File: src/rtl/xrv_ifu.sv
// xrv_ifu: sequential instruction fetch over a req/gnt + rvalid port with an in-order
// DEPTH-entry instruction queue; jump/flush redirects and drops every pending response.
module xrv_ifu #(
  parameter logic [31:0] RESET_PC = 32'h0000_0000,
  parameter int unsigned DEPTH    = 2
) (
  input  logic        clk,
  input  logic        rstb,
  input  logic        stalling,
  input  logic        flush,
  input  logic        jmp,
  input  logic [31:0] jmp_addr,
  output logic        imem_req,
  output logic [31:0] imem_addr,
  input  logic        imem_gnt,
  input  logic        imem_rvalid,
  input  logic [31:0] imem_rdata,
  output logic        if_valid,
  output logic [31:0] if_instr,
  output logic [31:0] if_pc
);

  localparam int unsigned PW = (DEPTH > 1) ? $clog2(DEPTH) : 1;
  localparam int unsigned CW = PW + 1;
  localparam int unsigned SW = CW + 1;

  logic          active_q;
  logic [31:0]   fetch_pc_q, fetch_pc_d;
  logic [31:0]   head_pc_q, head_pc_d;
  logic [CW-1:0] outstanding_q, outstanding_d;
  logic [CW-1:0] discard_q, discard_d;
  logic [CW-1:0] count_q, count_d;
  logic [PW-1:0] rd_ptr_q, rd_ptr_d;
  logic [PW-1:0] wr_ptr_q, wr_ptr_d;
  logic [31:0]   mem_q [DEPTH];

  logic          redirect;
  logic          credit_ok;
  logic          issue;
  logic          rv;
  logic          drop;
  logic          push;
  logic          pop;
  logic [31:0]   target;
  logic          unused_addr_lsbs;

  assign unused_addr_lsbs = ^jmp_addr[1:0];

  assign imem_addr = fetch_pc_q;
  assign if_valid  = (count_q != '0);
  assign if_instr  = mem_q[rd_ptr_q];
  assign if_pc     = head_pc_q;

  // Credit check, handshake qualification and next-state computation
  always_comb begin
    redirect  = jmp | flush;
    credit_ok = (SW'(outstanding_q) + SW'(count_q)) < SW'(DEPTH);
    imem_req  = active_q & credit_ok & ~redirect;
    issue     = imem_req & imem_gnt;
    rv        = imem_rvalid & (outstanding_q != '0);
    drop      = rv & (discard_q != '0);
    push      = rv & (discard_q == '0) & ~redirect;
    pop       = (count_q != '0) & ~stalling & ~redirect;
    target    = jmp ? {jmp_addr[31:2], 2'b00} : head_pc_q;

    fetch_pc_d    = fetch_pc_q;
    head_pc_d     = head_pc_q;
    outstanding_d = outstanding_q + CW'(issue) - CW'(rv);
    discard_d     = discard_q;
    count_d       = count_q;
    rd_ptr_d      = rd_ptr_q;
    wr_ptr_d      = wr_ptr_q;

    if (redirect) begin
      // Everything still pending after this cycle belongs to the old stream
      fetch_pc_d = target;
      head_pc_d  = target;
      discard_d  = outstanding_d;
      count_d    = '0;
      rd_ptr_d   = '0;
      wr_ptr_d   = '0;
    end else begin
      if (issue) begin
        fetch_pc_d = fetch_pc_q + 32'd4;
      end
      if (pop) begin
        head_pc_d = head_pc_q + 32'd4;
        rd_ptr_d  = rd_ptr_q + PW'(1);
      end
      if (push) begin
        wr_ptr_d = wr_ptr_q + PW'(1);
      end
      if (drop) begin
        discard_d = discard_q - CW'(1);
      end
      count_d = count_q + CW'(push) - CW'(pop);
    end
  end

  // Control state registers
  always_ff @(posedge clk or negedge rstb) begin
    if (!rstb) begin
      active_q      <= 1'b0;
      fetch_pc_q    <= RESET_PC;
      head_pc_q     <= RESET_PC;
      outstanding_q <= '0;
      discard_q     <= '0;
      count_q       <= '0;
      rd_ptr_q      <= '0;
      wr_ptr_q      <= '0;
    end else begin
      active_q      <= 1'b1;
      fetch_pc_q    <= fetch_pc_d;
      head_pc_q     <= head_pc_d;
      outstanding_q <= outstanding_d;
      discard_q     <= discard_d;
      count_q       <= count_d;
      rd_ptr_q      <= rd_ptr_d;
      wr_ptr_q      <= wr_ptr_d;
    end
  end

  // Instruction queue storage
  always_ff @(posedge clk or negedge rstb) begin
    if (!rstb) begin
      for (int i = 0; i < DEPTH; i++) begin
        mem_q[i] <= '0;
      end
    end else if (push) begin
      mem_q[wr_ptr_q] <= imem_rdata;
    end
  end

endmodule

File: config.mk
export PLATFORM = sky130hd
export DESIGN_NAME = xrv_ifu
export DESIGN_NICKNAME = d
export VERILOG_FILES = /design/src/rtl/xrv_ifu.sv
export SDC_FILE = /design/constraint.sdc
export NUM_CORES = 1
export LEC_CHECK = 0
export ABC_AREA = 1
export BUFFER_PORTS_ARGS = -buffer_cell sky130_fd_sc_hd__buf_4
export CAP_MARGIN = 20
export CORE_ASPECT_RATIO = 0.7
export CORE_UTILIZATION = 60
export DETAILED_ROUTE_END_ITERATION = 8
export HOLD_SLACK_MARGIN = 0.02
export PLACE_DENSITY_LB_ADDON = 0.1
export SYNTH_ARGS = -nofsm -noshare
export SYNTH_HDL_FRONTEND = slang
export SYNTH_SLANG_ARGS = --single-unit
File: constraint.sdc
create_clock -name clk -period 4.02 [get_ports clk]
set_input_delay 0.402 -clock clk [delete_from_list [all_inputs] [get_ports clk]]
set_output_delay 0.402 -clock clk [all_outputs]
set_load 0.01 [all_outputs]
==> Word level (Yosys, flattened, before mapping) <==
Index checks and enable logic that the tools add are counted.
{ "totals": {"regBits": 137, "input_bits": 71, "word_cells": 65} }
{ "classes": {"n_reduce_logical": 9, "n_addsub": 10, "bitwise": 14, "n_lt_le_gt_ge": 4, "muxes": 18} }
{ "op_table": {"columns": ["operator", "count"], "rows": [
  ["$mux 32", 9],
  ["$add 32x3->32 const B", 2],
  ["$bwmux 64", 1],
  ["$demux 32 s1", 1],
  ["$reduce_bool 2->1", 7],
  ["$and 1x1->1", 9],
  ["$mux 2", 3],
  ["$add 2x1->2", 2],
  ["$ge 2x2->1 const B", 2],
  ["$mux 1", 4],
  ["$not 1->2", 2],
  ["$sub 2x1->2", 2],
  ["$add 2x2->3", 1],
  ["$lt 3x2->1 const B", 1],
  ["$add 1x1->1 const B", 2],
  ["$logic_not 2->1", 1],
  ["$lt 2x1->1 const B", 1],
  ["$not 1->1", 2],
  ["$sub 2x1->2 const B", 1],
  ["$logic_and 1x1->1", 1],
  ["$or 1x1->1", 1]
]} }

==> Logic depth before layout (Yosys ltp) <==
{ "logic_depth": {"word_depth": 8, "depth_mapped": 12, "ltp_nobuf": 12} }

==> Worst setup path after synthesis <==
Ideal clock, no wire load.
{ "synth_path": {"kind": "register to register", "startpoint": "reg count_q[0]", "endpoint": "reg discard_q[0]", "setup_slack_ns": 1.810, "t_arrival_ns": 2.076, "stages_incl_launch_ff": 13, "t_required_ns": 3.886, "n_path_buf": 0, "synth_period_minus_slack_ns": 2.210, "path_cell_list": "dfrtp_1 -> nand2_1 -> inv_1 -> fa_1 -> nor2_1 -> nand4_4 -> ha_1 -> inv_1 -> ha_1 -> nand2_1 -> o21ai_0 -> nand2_1 -> o21ai_0"} }
{ "synth_between": {"elab_chain_len": 8} }
{ "synth_rtl": {"columns": ["item", "line", "source"], "rows": [
  ["start, declared", "32", "logic [CW-1:0] count_q, count_d;"],
  ["start signal, assigned", "117", "count_q <= count_d;"],
  ["$add 2x2->3", "57", "credit_ok = (SW'(outstanding_q) + SW'(count_q)) < SW'(DEPTH);"],
  ["$lt 3x2->1", "57", null],
  ["$and 1x1->1 (2 in a row)", "58", "imem_req = active_q & credit_ok & ~redirect;"],
  ["$and 1x1->1", "59", "issue = imem_req & imem_gnt;"],
  ["$add 2x1->2", "68", "outstanding_d = outstanding_q + CW'(issue) - CW'(rv);"],
  ["$sub 2x1->2", "68", null],
  ["named net outstanding_d[0]", "30", "logic [CW-1:0] outstanding_q, outstanding_d;"],
  ["$mux 2", "74", "if (redirect) begin"],
  ["end signal, assigned", "116", "discard_q <= discard_d;"],
  ["end, declared", "31", "logic [CW-1:0] discard_q, discard_d;"]
]} }
The timed path passes the listed nets, and every way through them passes these cells.
A chain may end at the register's enable or synchronous reset.

==> Worst setup path after layout <==
{ "layout_path": {"startpoint": "reg count_q[0]", "endpoint": "out imem_req"} }
{ "layout_between": {"elab_chain_len": 4} }
{ "layout_rtl": {"columns": ["item", "line", "source"], "rows": [
  ["$add 2x2->3", "57", null],
  ["$lt 3x2->1", "57", null],
  ["$and 1x1->1 (2 in a row)", "58", null],
  ["end, declared", "13", "output logic imem_req,"]
]} }
No other way between the ends.

==> results.cfg <==
[worst_setup_path]
end_kind = primary output
arrival_ns = 2.18
crit_chain = nand2_1, inv_1, fa_1, nor2_1, nand2_1, nor2_1, buf_4
worst_setup_path_start_kind = flop
slowest_delay_ns = 0.42
worstSetupPathType = reg -> out
critical_path_required_ns = 3.62
worst-r2r-setup-slack_ns = 1.48
critPathSlowestCell = dfrtp_1
cp_max_fo = 4

[die]
io_pins = 169
fp.dieH_um = 98.7
core_um2 = 12700
start_util_pct = 63.0
die_x_um = 140
dieArea_um2 = 13800
num_rows = 34

[min_path]
hold_class = in -> async

[logic_synthesis]
yosysTopAreaCellShare_pct = 42.2
synth_area_leader_cell = dfrtp_1
synthCells = 1173
syn_area_um2 = 8010
synth.avg_cell_area_um2 = 6.83
synth-async-reset-ratio_pct = 100
synth-edff-count = 0
ys_seq_area_share_pct = 42.2
ys_top_cells_by_area = dfrtp_1 42%, nand2_1 17%, nor2_1 7.6%, o21ai_0 6.3%, inv_1 6.0%
synth.distinct_cells = 41
synth_flop_cell = dfrtp_1
synth_seq_cells = 135
synth_nets = 1252
yosysWarnings = 0

[timing]
hold_slack_ns = -0.00425
slew_violations = 0
relSlewSlack_pct = 46.9
finalHoldViolations = 6
fin_crit_sh_pct = 64.3
worst_pin_slew_ns = 0.796
fmax_ghz = 0.387
fin_tns_setup_ns = 0
setup_viol = 0
rsz0062_at_grt = no
clock_skew_ns = 0.00874
finalCriticalPeriod_ns = 2.58

[global_routing]
grt_antenna_before_repair = 0
gr-usage-met3_pct = 7.00
grt_pass1_vias = 7524
grt_max_degree = 72
overflow = 0
gr-usage-met2_pct = 52.4
gr-usage-all-layers_pct = 34.5
grt_pass1_wl_um = 37300
top_usage_layer = met2
grt_use_met1_pct = 49.7

[cells_and_area]
nets = 1397
antennaDiodeCount = 0
layout.cells.non_filler = 1492
areaGrowthSynthToFinish_pct = 22.7
final_layout_size_suffix_gt1_share_pct = 17.1

[power]
power_leakage_nw = 5.09
irDropWorstVdd_mv = 0.306
power_density_nw_per_um2 = 510

[job]
cap_violations = 0

[detailed_routing]
drc = 0
wire_per_inst_um = 15.3
dr_total_vias = 8300
routed_via_density = 5.56
wirelength_um = 22800
first_pass_iters = 8
ant_nets = 0
drtIter0Drc = 950

[cts]
h-tree-depth = 4
clk_latency_ns = 0.42
cts-root-buf = clkbuf_16
ctsHoldBuffers = 0
clk_path_buf_depth = 2
clkSlewWorstSetupHoldPaths_ns = 0.07
post_cts_buffers = 0
cts_made_buffers = 17
cts_resized = 0
cts_sinks = 135
cts_tree = done

[place]
gp_congestion = 0.928
dp_cells = 1460
numPortBuffers = 166
dp_hpwl_um = 15500

[outcome]
status = complete, but fails checks
violations = hold timing
==> area by class of cell <==
| cell class | count | area [um^2] |
|---|---|---|
| clock inverter | 14 | 165 |
| tap | 162 | 203 |
| multi-input combinational | 857 | 3830 |
| sequential | 135 | 3380 |
| clock buffer | 17 | 425 |
| fill | 986 | 2890 |
| timing repair buffer | 176 | 1340 |
| inverter | 131 | 492 |
==> through the flow <==
| stage | worst slack, ns | hold WS [ns] | area, um^2 | util, % | power (mW) |
|---|---|---|---|---|---|
| after floorplan | 1.81 | 0.106 | 8010 | - | 2.74 |
| after global placement | 1.58 | 0.464 | 9220 | 72.5 | 3.35 |
| after detailed placement | 1.53 | 0.468 | 9220 | 72.5 | 3.41 |
| after CTS | 1.43 | 0.0211 | 9810 | 77.1 | 5.01 |
| after global routing | 1.32 | 0.0505 | 9830 | 77.3 | 5.30 |
| final | 1.44 | -0.00425 | 9830 | 77.3 | 5.01 |
==> Yosys cell counts, types with 2 or more instances <==
master / count
buf_2: 12
o211ai_1: 3
nor2_1: 162
dfrtp_1: 135
nor2_2: 2
o21ai_1: 30
nand4_1: 2
or2_2: 8
inv_1: 129
nor3_1: 8
xnor2_1: 4
nand2_4: 2
ha_1: 7
clkbuf_1: 17
a31oi_1: 5
buf_6: 9
a21oi_1: 66
and2_1: 2
nand3_1: 68
or2_1: 4
nand2_1: 367
buf_4: 11
o21ai_0: 101
xor2_1: 2
==> per-layer routing <==
layer | up-vias | share of wire [%]
met1 | 3788 | 43
met5 | - | 0
met4 | 0 | 2.3
met3 | 54 | 9.9
li1 | 3984 | -
met2 | 474 | 45
==> flip-flops by register name, summed over array words and instances (netlist names) <==
| register | count |
|---|---|
| mem_q | 64 |
| discard_q | 2 |
| if_pc | 31 |
| imem_addr | 31 |
| count_q | 2 |
| active_q | 1 |
| rd_ptr_q | 1 |
| outstanding_q | 2 |
| wr_ptr_q | 1 |
==> path summary, 6_finish.rpt <==
check	end	depth (start not counted)	start
setup / recovery	imem_req	7	count_q[0]
hold / removal	if_pc[20]	1	rstb
max in group asynchronous	discard_q[0]	2	rstb
hold reg to reg	mem_q[7]	2	mem_q[7]
setup reg to reg	imem_addr[19]	9	count_q[0]
min in group clk	mem_q[38]	3	imem_rdata[6]
==> critical path, delay by kind of cell (launching register included) <==
family / cells / cell delay, ns
adders and majority gates: 1 / 0.42
buffers and inverters: 2 / 0.24
DFF: 1 / 0.42
and+or+nand+nor: 4 / 0.68
==> cells by family after synthesis <==
logic type / synth area share, %
xor+xnor: 0.656
other cells: 0.0468
buf+inv: 10.0
fa+ha+maj: 1.34
simple gates: 32.3
compound gates: 13.5
flops: 42.2
==> layout by cell type (no fill, tap or decap), types with 3 or more instances in the layout <==
master	count
a21oi_1	66
a31oi_1	5
buf_4	174
clkbuf_16	17
clkinvlp_4	4
dfrtp_1	135
ha_1	7
inv_1	129
inv_6	6
nand2_1	367
nand3_1	68
nor2_1	162
nor3_1	8
o211ai_1	3
o21ai_0	101
o21ai_1	30
or2_1	3
or2_2	9
xnor2_1	4
==> power breakdown <==
part	switching [mW]	internal (mW)	leakage, nW
Sequential	0.278	1.67	1.70
Combinational	0.806	0.675	3.12
Clock	0.656	0.930	0.278
Total	1.74	3.27	5.09
Power figures use the tool's default switching activity.
